<file path="config.mk">
export PLATFORM = sky130hd
export DESIGN_NAME = load_align_unit
export DESIGN_NICKNAME = d
export VERILOG_FILES = /design/src/rtl/load_align_unit.sv
export SDC_FILE = /design/constraint.sdc
export NUM_CORES = 1
export LEC_CHECK = 0
export ABC_AREA = 1
export BUFFER_PORTS_ARGS = -buffer_cell sky130_fd_sc_hd__buf_2
export CORE_ASPECT_RATIO = 1.25
export CORE_UTILIZATION = 35
export CTS_CLUSTER_SIZE = 16
export DETAILED_ROUTE_END_ITERATION = 12
export GPL_TIMING_DRIVEN = 0
export MAX_ROUTING_LAYER = met4
export PLACE_DENSITY = 0.59
export SYNTH_ARGS = -nofsm -noshare
export SYNTH_HDL_FRONTEND = slang
export SYNTH_SLANG_ARGS = --single-unit
export TNS_END_PERCENT = 30
</file>
<file path="constraint.sdc">
create_clock -name clk -period 3.7 [get_ports clk]
set_clock_uncertainty 0.2 [all_clocks]
set_input_delay 0.74 -clock clk [delete_from_list [all_inputs] [get_ports clk]]
set_output_delay 0.74 -clock clk [all_outputs]
set_load 0.005 [all_outputs]
</file>
<file path="src/rtl/load_align_unit.sv">
// Sequential load path: issues one or two aligned bus beats for a load and returns
// the little-endian, sign/zero-extended result to writeback over a valid/ready handshake.
module load_align_unit #(
  parameter int XLEN               = 32,
  parameter bit BUS_BIG_ENDIAN     = 1'b1,
  parameter bit SUPPORT_MISALIGNED = 1'b1
) (
  input  logic            clk,
  input  logic            rst,
  input  logic            req_valid,
  output logic            req_ready,
  input  logic [XLEN-1:0] req_addr,
  input  logic [2:0]      req_fn3,
  input  logic [4:0]      req_rd,
  output logic            mem_req_valid,
  input  logic            mem_req_ready,
  output logic [XLEN-1:0] mem_req_addr,
  input  logic            mem_rsp_valid,
  input  logic [XLEN-1:0] mem_rsp_data,
  output logic            wb_valid,
  input  logic            wb_ready,
  output logic [XLEN-1:0] wb_data,
  output logic [4:0]      wb_rd,
  output logic            wb_fault
);

  localparam int NB   = XLEN / 8;
  localparam int OFFW = $clog2(NB);

  typedef enum logic [2:0] {
    S_IDLE,
    S_REQ0,
    S_WAIT0,
    S_REQ1,
    S_WAIT1,
    S_DONE
  } state_e;

  state_e            state_q, state_d;
  logic [XLEN-1:0]   addr_q, addr_d;
  logic [2:0]        fn3_q, fn3_d;
  logic [4:0]        rd_q, rd_d;
  logic [XLEN-1:0]   beat0_q, beat0_d;
  logic [XLEN-1:0]   wb_data_q, wb_data_d;
  logic              wb_fault_q, wb_fault_d;

  logic              req_fault;
  logic              split;
  logic [OFFW-1:0]   cur_off;
  int                cur_bytes;
  logic [XLEN-1:0]   aligned_addr;
  logic [XLEN-1:0]   first_beat;
  logic [2*XLEN-1:0] buf_le;
  logic [2*XLEN-1:0] shifted;
  logic              sign_bit;
  logic [XLEN-1:0]   assembled;

  // Decode of the incoming request (fault) and of the latched one (split, offset).
  always_comb begin
    req_fault = ((req_fn3[1:0] == 2'd3) && (XLEN == 32)) ||
                (!SUPPORT_MISALIGNED &&
                 ((int'(req_addr[OFFW-1:0]) + (1 << req_fn3[1:0])) > NB));
    cur_off      = addr_q[OFFW-1:0];
    cur_bytes    = 1 << fn3_q[1:0];
    split        = (int'(cur_off) + cur_bytes) > NB;
    aligned_addr = {addr_q[XLEN-1:OFFW], {OFFW{1'b0}}};
  end

  // Byte buffer in little-endian order: beat0 bytes, then beat1 bytes. The beat
  // arriving now is beat0 in WAIT0 and beat1 in WAIT1.
  always_comb begin
    first_beat = (state_q == S_WAIT0) ? mem_rsp_data : beat0_q;
    buf_le     = '0;
    for (int k = 0; k < NB; k++) begin
      if (BUS_BIG_ENDIAN) begin
        buf_le[8*k +: 8]      = first_beat[XLEN-1-8*k -: 8];
        buf_le[8*(NB+k) +: 8] = mem_rsp_data[XLEN-1-8*k -: 8];
      end else begin
        buf_le[8*k +: 8]      = first_beat[8*k +: 8];
        buf_le[8*(NB+k) +: 8] = mem_rsp_data[8*k +: 8];
      end
    end
    shifted  = buf_le >> {cur_off, 3'b000};
    sign_bit = 1'b0;
    for (int i = 0; i < NB; i++) begin
      if (i == cur_bytes - 1) sign_bit = shifted[8*i+7];
    end
    assembled = '0;
    for (int b = 0; b < XLEN; b++) begin
      if (b < 8 * cur_bytes) assembled[b] = shifted[b];
      else                   assembled[b] = fn3_q[2] ? 1'b0 : sign_bit;
    end
  end

  // NOTE: every _d gets its hold value first so no path through the case leaves it
  // unassigned; that is what keeps this block free of inferred latches.
  always_comb begin
    state_d    = state_q;
    addr_d     = addr_q;
    fn3_d      = fn3_q;
    rd_d       = rd_q;
    beat0_d    = beat0_q;
    wb_data_d  = wb_data_q;
    wb_fault_d = wb_fault_q;
    case (state_q)
      S_IDLE: begin
        if (req_valid) begin
          addr_d = req_addr;
          fn3_d  = req_fn3;
          rd_d   = req_rd;
          if (req_fault) begin
            state_d    = S_DONE;
            wb_fault_d = 1'b1;
            wb_data_d  = '0;
          end else begin
            state_d    = S_REQ0;
            wb_fault_d = 1'b0;
          end
        end
      end
      S_REQ0: if (mem_req_ready) state_d = S_WAIT0;
      S_WAIT0: begin
        if (mem_rsp_valid) begin
          beat0_d = mem_rsp_data;
          if (split) begin
            state_d = S_REQ1;
          end else begin
            state_d   = S_DONE;
            wb_data_d = assembled;
          end
        end
      end
      S_REQ1: if (mem_req_ready) state_d = S_WAIT1;
      S_WAIT1: begin
        if (mem_rsp_valid) begin
          state_d   = S_DONE;
          wb_data_d = assembled;
        end
      end
      S_DONE: begin
        if (wb_ready) begin
          state_d    = S_IDLE;
          wb_fault_d = 1'b0;
        end
      end
      default: state_d = S_IDLE;
    endcase
  end

  // NOTE: state registers use non-blocking assignments so every flop samples the
  // pre-edge value of the others, independent of statement order.
  always_ff @(posedge clk or posedge rst) begin
    if (rst) begin
      state_q    <= S_IDLE;
      addr_q     <= '0;
      fn3_q      <= '0;
      rd_q       <= '0;
      beat0_q    <= '0;
      wb_data_q  <= '0;
      wb_fault_q <= 1'b0;
    end else begin
      state_q    <= state_d;
      addr_q     <= addr_d;
      fn3_q      <= fn3_d;
      rd_q       <= rd_d;
      beat0_q    <= beat0_d;
      wb_data_q  <= wb_data_d;
      wb_fault_q <= wb_fault_d;
    end
  end

  always_comb begin
    req_ready     = (state_q == S_IDLE);
    mem_req_valid = (state_q == S_REQ0) || (state_q == S_REQ1);
    mem_req_addr  = '0;
    if (state_q == S_REQ0) mem_req_addr = aligned_addr;
    if (state_q == S_REQ1) mem_req_addr = aligned_addr + XLEN'(NB);
    wb_valid      = (state_q == S_DONE);
    wb_data       = wb_data_q;
    wb_rd         = rd_q;
    wb_fault      = wb_fault_q;
  end

endmodule
</file>
-- Word-level counts from Yosys, hierarchy flattened
Cells that the tools add are included.
- add/subtract/negate cells: 3
- multiply operators: 0
- divide/modulo/power cells: 0
- $lt $le $gt $ge: 33
- eq/ne operators: 17
- shift operators: 2
- mux-type cells: 59
- bitwise logic cells: 0
- reductions and logical operators: 10
- operators by type and width (kind ; number):
    $lt A6 B32 Y1 const A ; 16
    $lt A5 B32 Y1 const A ; 8
    $mux W32 ; 8
    $lt A4 B32 Y1 const A ; 4
    $pmux W32 S3 ; 1
    $eq A3 B32 Y1 const A ; 2
    $lt A3 B32 Y1 const A ; 2
    $shr A64 B5 Y32 ; 1
    $mux W1 ; 40
    $add A3 B32 Y32 ; 1
    $add A32 B3 Y32 const B ; 1
    $eq A2 B32 Y1 const A ; 1
    $gt A32 B4 Y1 const B ; 1
    $logic_not A32 Y1 ; 1
    $lt A1 B32 Y1 const A ; 1
    $lt A2 B32 Y1 const A ; 1
    $shl A1 B2 Y32 const A ; 1
    $sub A32 B2 Y32 const B ; 1
    $mux W3 ; 8
    $pmux W3 S6 ; 1
    $ne A2 B2 Y1 const B ; 6
    $reduce_and A6 Y1 ; 2
    $eq A3 B2 Y1 const B ; 2
    $eq A3 B3 Y1 const B ; 2
    10 further kinds ; 12
- register bits: 108
- latch bits: 0
- RAM bits: 0
- memory bits (read-only): 0
- output and inout port bits: 73
- memories kept: 0

-- Longest topological paths before layout
Gate-level depths: netlist of run 1.
- depth in word-level cells: 12
- mapped depth: 17
- mapped depth without buffers: 15

-- Least setup slack after synthesis of run 1
Ideal clock, no wire load.
- path type: register to output
- start: reg addr_q[3]
- end: out mem_req_addr[28]
- arrival: 1.595 ns
- required time: 2.760 ns
- setup slack: 1.165 ns
- stages on the path, launching flop included: 12
- path buffers: 0
- cell sequence: dfrtp_1 ha_1 nand2_1 nor3_2 nand2_1 nor2_2 nand3_1 nor2_1 nand2_1 nand2_1 nand3_1 o21ai_0
- longest elaborated chain between the ends: 2
- RTL lines (element ; RTL line ; RTL):
    start: declaration ; 40 ; logic [XLEN-1:0] addr_q, addr_d;
    start signal: assignment ; 163 ; addr_q <= addr_d;
    $add A32 B3 Y32 ; 177 ; if (state_q == S_REQ1) mem_req_addr = aligned_addr + XLEN'(NB);
    $mux W32 ; 177 ;
    end: declaration ; 17 ; output logic [XLEN-1:0] mem_req_addr,
No other way between the ends.

-- Worst setup path in the final report of run 1
Same ends and word-level chain as after synthesis.

==> qor.yml, run 1 <==
status: "complete, no violations"
synth_edf_count: 0
synth_mux_area_share_pct: 1.51
setup_tns_ns: 0
postRouteAntennaNets: 0
ir_drop_uv: 360
clk_pin_slew_worst_paths_ns: 0.08
clockBufferDepth: 2
die_h_um: 157
start_util_pct: 35.8
synth_top_area_share_pct: 40.2
synth.avg_cell_area_um2: 6.79
dp_hpwl_mm: 18.1
die_x_um: 126
p_leak_uw: 0.00435
cp_cell_sequence: "ha_1 > nand2_1 > nor3_2 > nand2_1 > nor2_4 > nand3_1 > nor2_1 > nand2_1 > nand2_1 > nand3_1 > o21ai_0 > buf_2"
met1_usage_pct: 29.5
synth-xor-area-share_pct: 0.782
max-cap-violations: 0
crit_path_frequent_cell: "nand2_1"
finalHoldViolCount: 0
via_per_inst: 5.05
tritoncts: "done"
power_frac_seq_pct: 29.2
area_growth_pct: 20.8
core_area_um2: 18800
max_freq_mhz: 292
worstPathMaxFanout: 5
synthMostInstantiatedCell: "nand2_1"
synthAdderAreaFrac_pct: 0.559
grt_pass1_vias: 7055
power_density_nw_per_um2: 848
synth_area_um2: 6720
finalCritPeriodShare_pct: 92.6
synth-simple-area-share_pct: 28.4
firstDrtPassIters: 5
grtUsageMet3_pct: 3.30
synthTopCellsByCount: "nand2_1, o21ai_0, nor2_1"
grtUsageTotal_pct: 25.4
swShare_pct: 49.1
synth_top_area_cell: "dfrtp_1"
synthCells: 989
post_cts_buffers: 0
worstMarginPinSlew_ns: 0.606
drt-total-wl_mm: 23.4
vias: 7022
clock_power_share_pct: 14.4
io_pins: 151
setup_viol: 0
port-buffer-count: 148
place_area_um2: 7820
top_usage_layer: "met2"
netSwitchingPower_uw: 3380
cts_buffers: 9
end_kind: "primary output"
dieArea_um2: 19800
regArea_um2: 2700
grt_pass1_wl_mm: 37.3
n_fill_cell: 2076
drtIter0Drc: 463
antenna_found_initial: 4
synth_top_family_by_area: "simple AND/OR/NAND/NOR gates"
clock-sinks: 108
synth-seq-cells: 108
final_core_util_pct: 43.2
multi_input_area_um2: 3360
synthArstFlopShare_pct: 100
p_comb_share_pct: 56.4
fp-row-count: 56
wl_per_cell_um: 16.9
critical_path_class: "reg -> out"
arrival_ns: 2.49
grt_overflow: 0
synth_compound_area_share_pct: 18.5
cts_resized: 0
ys_warn_count: 0
root_buffer: "clkbuf_16"
drc: 0
hold_buffers: 0
slowest_delay_ns: 0.41
grt_use_met2_pct: 43.4
gp_congestion: 0.953
slowest_stage: "dfrtp_1"
final_area_um2: 8120
grt_max_degree: 40
synth_cell_type_count: 37
finalCriticalPeriod_ns: 3.43
rsz0062_at_grt: "false"
synth-seq-area-share_pct: 40.2
cp.required_ns: 2.76
htree_levels: 3
startpoint_type: "flip-flop"
final_layout_size_suffix_gt1_share_pct: 18.3
clk_latency_ns: 0.37
nets: 1233
ys.flop_type: "dfrtp_1"
internal_power_uw: 3510
slew_viol_final: 0
slew_headroom_pct: 59.6
synth.area.top_cells: "dfrtp_1, nand2_1, o21ai_0, nor2_1, inv_1"
hold_path_class: "in -> async"
-- metal layers --
layer  vias up  wire length [um]
li1       3507                 -
met1      3247              9960
met3        54              1060
met4         0               968
met5         -                 0
met2       214             11500
-- per-stage QoR --
step                hold WS, ns  instances  worst slack [ns]  total power, uW
floorplan                 0.248        990              1.17             4460
global placement          0.261       1370             0.391             5850
detailed placement        0.260       1373             0.331             5880
CTS                       0.211       1387             0.133             6870
global route              0.238       1391            0.0319             7510
finish                    0.190       1391             0.273             6890
-- sequential cells by signal, indices dropped and copies added (netlist names) --
name and cells:
addr_q 32, beat0_q 32, fn3_q 3, state_q 3, wb_data 32, wb_fault 1
wb_rd 5
-- cells in the final DEF (no fill, tap or decap), types with 5 or more instances in the layout --
| master | n |
|---|---|
| nand2_1 | 252 |
| buf_2 | 164 |
| o21ai_0 | 131 |
| nor2_1 | 120 |
| inv_1 | 115 |
| dfrtp_1 | 108 |
| a21oi_1 | 68 |
| nand3_1 | 46 |
| clkbuf_1 | 27 |
| nor3_1 | 15 |
| o21bai_1 | 12 |
| mux2_2 | 9 |
| clkbuf_16 | 9 |
| o211ai_1 | 8 |
| nand4_1 | 8 |
| o21ai_1 | 7 |
| xor2_1 | 6 |
| nor2_4 | 5 |
| buf_1 | 5 |
-- worst max-delay path: cells and delay by family (launching register included) --
| kind | cells | cell delay (ns) |
|---|---|---|
| AOI/OAI and AO/OA | 1 | 0.08 |
| adders and majority gates | 1 | 0.19 |
| buffers and inverters | 1 | 0.14 |
| DFF | 1 | 0.41 |
| and+or+nand+nor | 9 | 1.28 |
-- final timing paths --
path	startpoint	to	slack (ns)	depth (start not counted)
worst min register to register	wb_data[22]$_DFFE_PP0P_	wb_data[22]$_DFFE_PP0P_	0.28	2
min in group clk	wb_data[22]$_DFFE_PP0P_	wb_data[22]$_DFFE_PP0P_	0.28	2
worst max-delay path	addr_q[3]$_DFFE_PP0P_	mem_req_addr[28]	0.27	12
worst min-delay path	rst	beat0_q[12]$_DFFE_PP0P_	0.19	2
max in group asynchronous	rst	wb_data[8]$_DFFE_PP0P_	2.32	4
worst max register to register	addr_q[1]$_DFFE_PP0P_	wb_data[31]$_DFFE_PP0P_	0.51	15
-- cell families (layout without fill, tap and decap cells) --
| group | count (synthesis) | count (layout) |
|---|---|---|
| AO/OA/AOI/OAI | 235 | 235 |
| other | 1 | 6 |
| multiplexers | 9 | 9 |
| buffers and inverters | 169 | 334 |
| XOR/XNOR | 6 | 6 |
| AND/OR/NAND/NOR | 458 | 458 |
| adder cells (fa/ha/maj) | 3 | 3 |
| flip-flops | 108 | 108 |
-- power groups by stage --
stage               registers (uW)  clock network [uW]  logic (uW)
finish                        2010                 994        3890
global route                  2070                1050        4390
CTS                           2000                 999        3870
detailed placement            2020                   0        3850
global placement              2020                   0        3830
floorplan                     1960                   0        2500
-- layout make-up --
type / count / area share, %
diodes: 4 / 0.123
plain buffers: 52 / 2.85
clock buffers: 9 / 2.77
clock inverters: 5 / 0.663
inverters: 117 / 5.49
multi-input cells: 713 / 41.4
flip-flops and latches: 108 / 33.3
well taps: 232 / 3.58
repair buffers: 151 / 9.86
No activity file was read; power rests on OpenSTA's default activity.
==> run 2, diff against run 1 <==
--- a/config.mk
+++ b/config.mk
@@ -6,7 +6,7 @@
 export NUM_CORES = 1
 export LEC_CHECK = 0
 export ABC_AREA = 1
-export BUFFER_PORTS_ARGS = -buffer_cell sky130_fd_sc_hd__buf_2
+export BUFFER_PORTS_ARGS = -buffer_cell sky130_fd_sc_hd__clkbuf_2
 export CORE_ASPECT_RATIO = 1.25
 export CORE_UTILIZATION = 35
 export CTS_CLUSTER_SIZE = 16
==> run 2 against run 1 <==
Compared with the run above: maximum frequency decreased by 2.4%; clock power hardly changed; via count increased by 1.4%; combinational power about the same; non-clock buffer count unchanged; worst hold slack got worse by 0.016 ns; power is essentially flat; worst setup slack lost 0.086 ns; final cell count hardly changed; critical endpoint unchanged.
==> qor.yml, run 2 (synthesis results as in run 1) <==
grt_overflow: 0
tritoncts: "done"
grtUsageTotal_pct: 24.9
root_buffer: "clkbuf_16"
port-buffer-count: 148
slew_viol_final: 0
setup_tns_ns: 0
total_power_uw: 6890
slowest_stage: "dfrtp_1"
core_area_um2: 18800
dp_hpwl_mm: 18.1
fp-row-count: 56
final_common_cell: "nand2_1"
rsz0062_at_grt: "false"
via_per_inst: 5.12
grt_max_degree: 39
finalCriticalPeriod_ns: 3.51
cp_cell_sequence: "ha_1 > nand2_1 > nor3_2 > nand2_1 > nor2_2 > nand3_1 > nor2_1 > nand2_1 > nand2_1 > nand3_1 > o21ai_0 > clkbuf_2"
whs_ns: 0.174
clk_pin_slew_worst_paths_ns: 0.08
slew_headroom_pct: 60.0
place_area_um2: 7820
slowest_delay_ns: 0.41
end_kind: "primary output"
nets: 1233
antenna_found_initial: 1
critPathLaunch: "addr_q[3]$_DFFE_PP0P_"
finalHoldViolCount: 0
ir_drop_uv: 352
io_pins: 151
critical_path_class: "reg -> out"
n_fill_cell: 2071
grt_pass1_wl_mm: 36.6
die_x_um: 126
crit-reg2reg-launch: "addr_q[1]$_DFFE_PP0P_"
mostFrequentLayoutCells: "nand2_1, clkbuf_2, o21ai_0, nor2_1, inv_1"
postRouteAntennaNets: 0
dieArea_um2: 19800
final_layout_size_suffix_gt1_share_pct: 18.3
arrival_ns: 2.57
p_leak_uw: 0.00434
drtIter0Drc: 367
startpoint_type: "flip-flop"
setup_viol: 0
grt_pass1_vias: 6970
gp_congestion: 0.934
cts_buffers: 9
die_h_um: 157
hold_path_class: "in -> async"
crit_path_frequent_cell: "nand2_1"
worstPathMaxFanout: 5
critPathTopFamily: "simple AND/OR/NAND/NOR gates"
power_density_nw_per_um2: 848
status: "complete, no violations"
htree_levels: 3
drt-total-wl_mm: 23.2
max-cap-violations: 0
wl_per_cell_um: 16.7
max_freq_mhz: 285
drc: 0
clockBufferDepth: 2
vias: 7119
post_cts_buffers: 0
area_growth_pct: 20.9
final_core_util_pct: 43.3
clk_latency_ns: 0.37
cp.required_ns: 2.76
path_buf_inv: 1
final_area_um2: 8130
worstMarginPinSlew_ns: 0.600
finalCritPeriodShare_pct: 94.9
firstDrtPassIters: 4
clock-sinks: 108
start_util_pct: 35.8
[run 2: layout make-up]
class | count | area (um2) | area share [%]
diodes | 1 | 2.50 | 0.0308
plain buffers | 52 | 230 | 2.83
clock buffers | 9 | 225 | 2.77
clock inverters | 7 | 73.8 | 0.909
inverters | 117 | 445 | 5.48
multi-input cells | 713 | 3350 | 41.3
flip-flops and latches | 108 | 2700 | 33.3
well taps | 232 | 290 | 3.57
repair buffers | 151 | 801 | 9.86
[run 2: path summary, 6_finish.rpt]
kind | end | slack [ns] | cells past startpoint
max in group asynchronous | wb_data[14]$_DFFE_PP0P_ | 2.40 | 4
hold reg to reg | wb_data[17]$_DFFE_PP0P_ | 0.28 | 2
min in group clk | wb_data[17]$_DFFE_PP0P_ | 0.28 | 2
setup / recovery | mem_req_addr[28] | 0.19 | 12
hold / removal | beat0_q[12]$_DFFE_PP0P_ | 0.17 | 2
setup reg to reg | wb_data[30]$_DFFE_PP0P_ | 0.44 | 15
[run 2: routing by layer]
metal  vias up  share of wire [%]  wire [um]  GRT usage (%)
li1       3503                  -          -              -
met1      3353                 41       9600           28.3
met2       211                 50      11500           43.0
met3        52                4.5       1040           3.37
met4         0                4.2        981           12.9
met5         -                  0          0              -
[run 2: repair_timing]
item | in CTS | in global routing
hold buffers | 0 | 0
setup endpoints to repair | 0 | 1
resized for setup | 0 | 1
[run 2: power breakdown]
| part | internal (uW) | total [uW] | switching (uW) | leakage (uW) |
|---|---|---|---|---|
| Clock | 531 | 1010 | 482 | 0.000151 |
| Sequential | 1670 | 2010 | 342 | 0.00131 |
| Combinational | 1320 | 3860 | 2550 | 0.00289 |
| Total | 3510 | 6890 | 3370 | 0.00434 |
[run 2: per-stage QoR]
stage | setup slack, ns | instances
after global routing | 0.00957 | 1390
after floorplan | 1.17 | 990
after CTS | 0.133 | 1389
final | 0.188 | 1390
after detailed placement | 0.407 | 1373
after global placement | 0.462 | 1370
==> run 3, diff against run 2 <==
--- a/config.mk
+++ b/config.mk
@@ -6,14 +6,14 @@
 export NUM_CORES = 1
 export LEC_CHECK = 0
 export ABC_AREA = 1
-export BUFFER_PORTS_ARGS = -buffer_cell sky130_fd_sc_hd__clkbuf_2
+export BUFFER_PORTS_ARGS = -buffer_cell sky130_fd_sc_hd__buf_2
 export CORE_ASPECT_RATIO = 1.25
 export CORE_UTILIZATION = 35
 export CTS_CLUSTER_SIZE = 16
 export DETAILED_ROUTE_END_ITERATION = 12
 export GPL_TIMING_DRIVEN = 0
 export MAX_ROUTING_LAYER = met4
-export PLACE_DENSITY = 0.59
+export PLACE_DENSITY = 0.57
 export SYNTH_ARGS = -nofsm -noshare
 export SYNTH_HDL_FRONTEND = slang
 export SYNTH_SLANG_ARGS = --single-unit
==> constraint.sdc (replaced) <==
create_clock -name clk -period 3.4 [get_ports clk]
set_clock_uncertainty 0.2 [all_clocks]
set_input_delay 0.68 -clock clk [delete_from_list [all_inputs] [get_ports clk]]
set_output_delay 0.68 -clock clk [all_outputs]
set_load 0.005 [all_outputs]
==> run 3 against run 2 <==
Compared with the run above: power rose by 8.9%; register-to-register slack got worse by 0.07 ns; critical path depth stayed put; via count is essentially flat; sequential share of layout area down 0.11 points; die area did not move; global-route usage shrank 0.21 points; first-iteration DRC count is 12% higher; sequential power up 8%; worst hold slack gained 0.047 ns.
==> qor.yml, run 3 (synthesis results as in run 1) <==
drc: 0
finalCritPeriodShare_pct: 96.3
total_power_uw: 7500
final_cells: 1394
end_kind: "primary output"
hold_path_class: "in -> async"
mostFrequentLayoutCells: "nand2_1, buf_2, o21ai_0, nor2_1, inv_1"
slowest_delay_ns: 0.40
grt_pass1_vias: 6831
vias: 7125
worstMarginPinSlew_ns: 0.729
setup_tns_ns: 0
die_h_um: 157
cp.required_ns: 2.52
hold_buffers: 0
htree_levels: 3
clk_pin_slew_worst_paths_ns: 0.08
root_buffer: "clkbuf_16"
setup_viol: 0
multi_input_area_um2: 3380
reg2reg_depth: 15
max_freq_mhz: 306
start_util_pct: 35.8
drt-total-wl_mm: 23.0
slowest_stage: "dfrtp_1"
tritoncts: "done"
grt_max_degree: 41
p_leak_uw: 0.00436
clk_latency_ns: 0.37
postRouteAntennaNets: 0
drtIter0Drc: 411
grtUsageTotal_pct: 24.7
status: "complete, no violations"
fp-row-count: 56
dp_hpwl_mm: 18.0
reg2reg_to: "wb_data[30]$_DFFE_PP0P_"
startpoint_type: "flip-flop"
rsz0062_at_grt: "true"
worst_slack_ns: 0.127
crit-reg2reg-launch: "addr_q[1]$_DFFE_PP0P_"
finalCriticalPeriod_ns: 3.27
clockBufferDepth: 2
gp_congestion: 0.942
n_fill_cell: 2083
io_pins: 151
slew_headroom_pct: 51.3
arrival_ns: 2.39
critical_path_class: "reg -> out"
ir_drop_uv: 373
core_area_um2: 18800
antenna_found_initial: 2
final_common_cell: "nand2_1"
grt_pass1_wl_mm: 36.2
nets: 1237
area_growth_pct: 21.3
port-buffer-count: 148
cts_buffers: 9
die_x_um: 126
wl_per_cell_um: 16.5
dieArea_um2: 19800
finalHoldViolCount: 0
power_density_nw_per_um2: 920
final_layout_size_suffix_gt1_share_pct: 19.0
dp_cells: 1372
pre_cts_ws_ns: 0.172
clock-sinks: 108
crit_path_frequent_cell: "nand2_1"
via_per_inst: 5.11
reg2reg_slack_ns: 0.37
firstDrtPassIters: 6
max-cap-violations: 0
worstPathMaxFanout: 5
slew_viol_final: 0
regArea_um2: 2700
whs_ns: 0.221
cp_cell_sequence: "ha_1 > nand2_1 > nor3_4 > nand2_2 > nor2_4 > nand3_2 > nor2_4 > nand2_1 > nand2_1 > nand3_1 > o21ai_0 > buf_2"
grt_overflow: 0
## run 3: changes by cell type in the layout (fill, tap and decap cells not counted), sizes merged
cell,before,now
diode,1,2
bufinv,1,0
buf,27,179
clkbuf,185,37
clkinvlp,1,3
inv,118,116
## run 3: worst max path at each step
| stage | startpoint | to | cells past startpoint |
|---|---|---|---|
| final | addr_q[3]$_DFFE_PP0P_ | mem_req_addr[28] | 12 |
| after global routing | addr_q[2]$_DFFE_PP0P_ | mem_req_addr[28] | 12 |
| after CTS | addr_q[2]$_DFFE_PP0P_ | mem_req_addr[28] | 12 |
| after detailed placement | addr_q[1]$_DFFE_PP0P_ | wb_data[23]$_DFFE_PP0P_ | 15 |
| after global placement | addr_q[1]$_DFFE_PP0P_ | wb_data[30]$_DFFE_PP0P_ | 15 |
| after floorplan | addr_q[1]$_DFFE_PP0P_ | wb_data[11]$_DFFE_PP0P_ | 15 |
## run 3: routing by layer
metal  vias to the layer above  wire (um)  GRT usage (%)  share of wire [%]
met5                         -          0              -                  0
met4                         0        827           10.5                3.6
met3                        48       1220           3.74                5.3
met2                       260      11500           43.3                 50
met1                      3300       9450           28.1                 41
li1                       3517          -              -                  -
## run 3: where the power goes
group          leakage (uW)  internal [uW]  total [uW]  switching (uW)
logic               0.00292           1480        4290            2810
clock network      0.000133            502        1030             524
registers           0.00131           1820        2180             366
total               0.00436           3800        7500            3700
## run 3: through the flow
step | cell area [um2] | utilization (%)
final | 8150 | 43.4
after CTS | 8090 | 43.1
after floorplan | 6730 | -
after global routing | 8150 | 43.4
after detailed placement | 7800 | 41.5
after global placement | 7760 | 41.3
## run 3: final cells by class
type,count,area share [%]
timing repair buffer,155,10.0
sequential,108,33.1
inverter,117,5.51
multi-input combinational,713,41.5
antenna,2,0.0614
tap,232,3.56
clock buffer,9,2.76
buffer,52,2.84
clock inverter,6,0.614
## run 3: repair_timing
item | CTS | global route
setup buffers | 0 | 5
gates resized for setup | 3 | 7
gates cloned | 0 | 0
pin swaps | 0 | 2
endpoints found under the hold margin | 0 | 0
setup endpoints to repair | 10 | 42
## run 3: critical path, delay by kind of cell, from the launching register on
kind | cells | cell delay, ns
buffers and inverters | 1 | 0.15
AOI/OAI and AO/OA | 1 | 0.10
DFF | 1 | 0.40
and+or+nand+nor | 9 | 1.19
adders and majority gates | 1 | 0.19
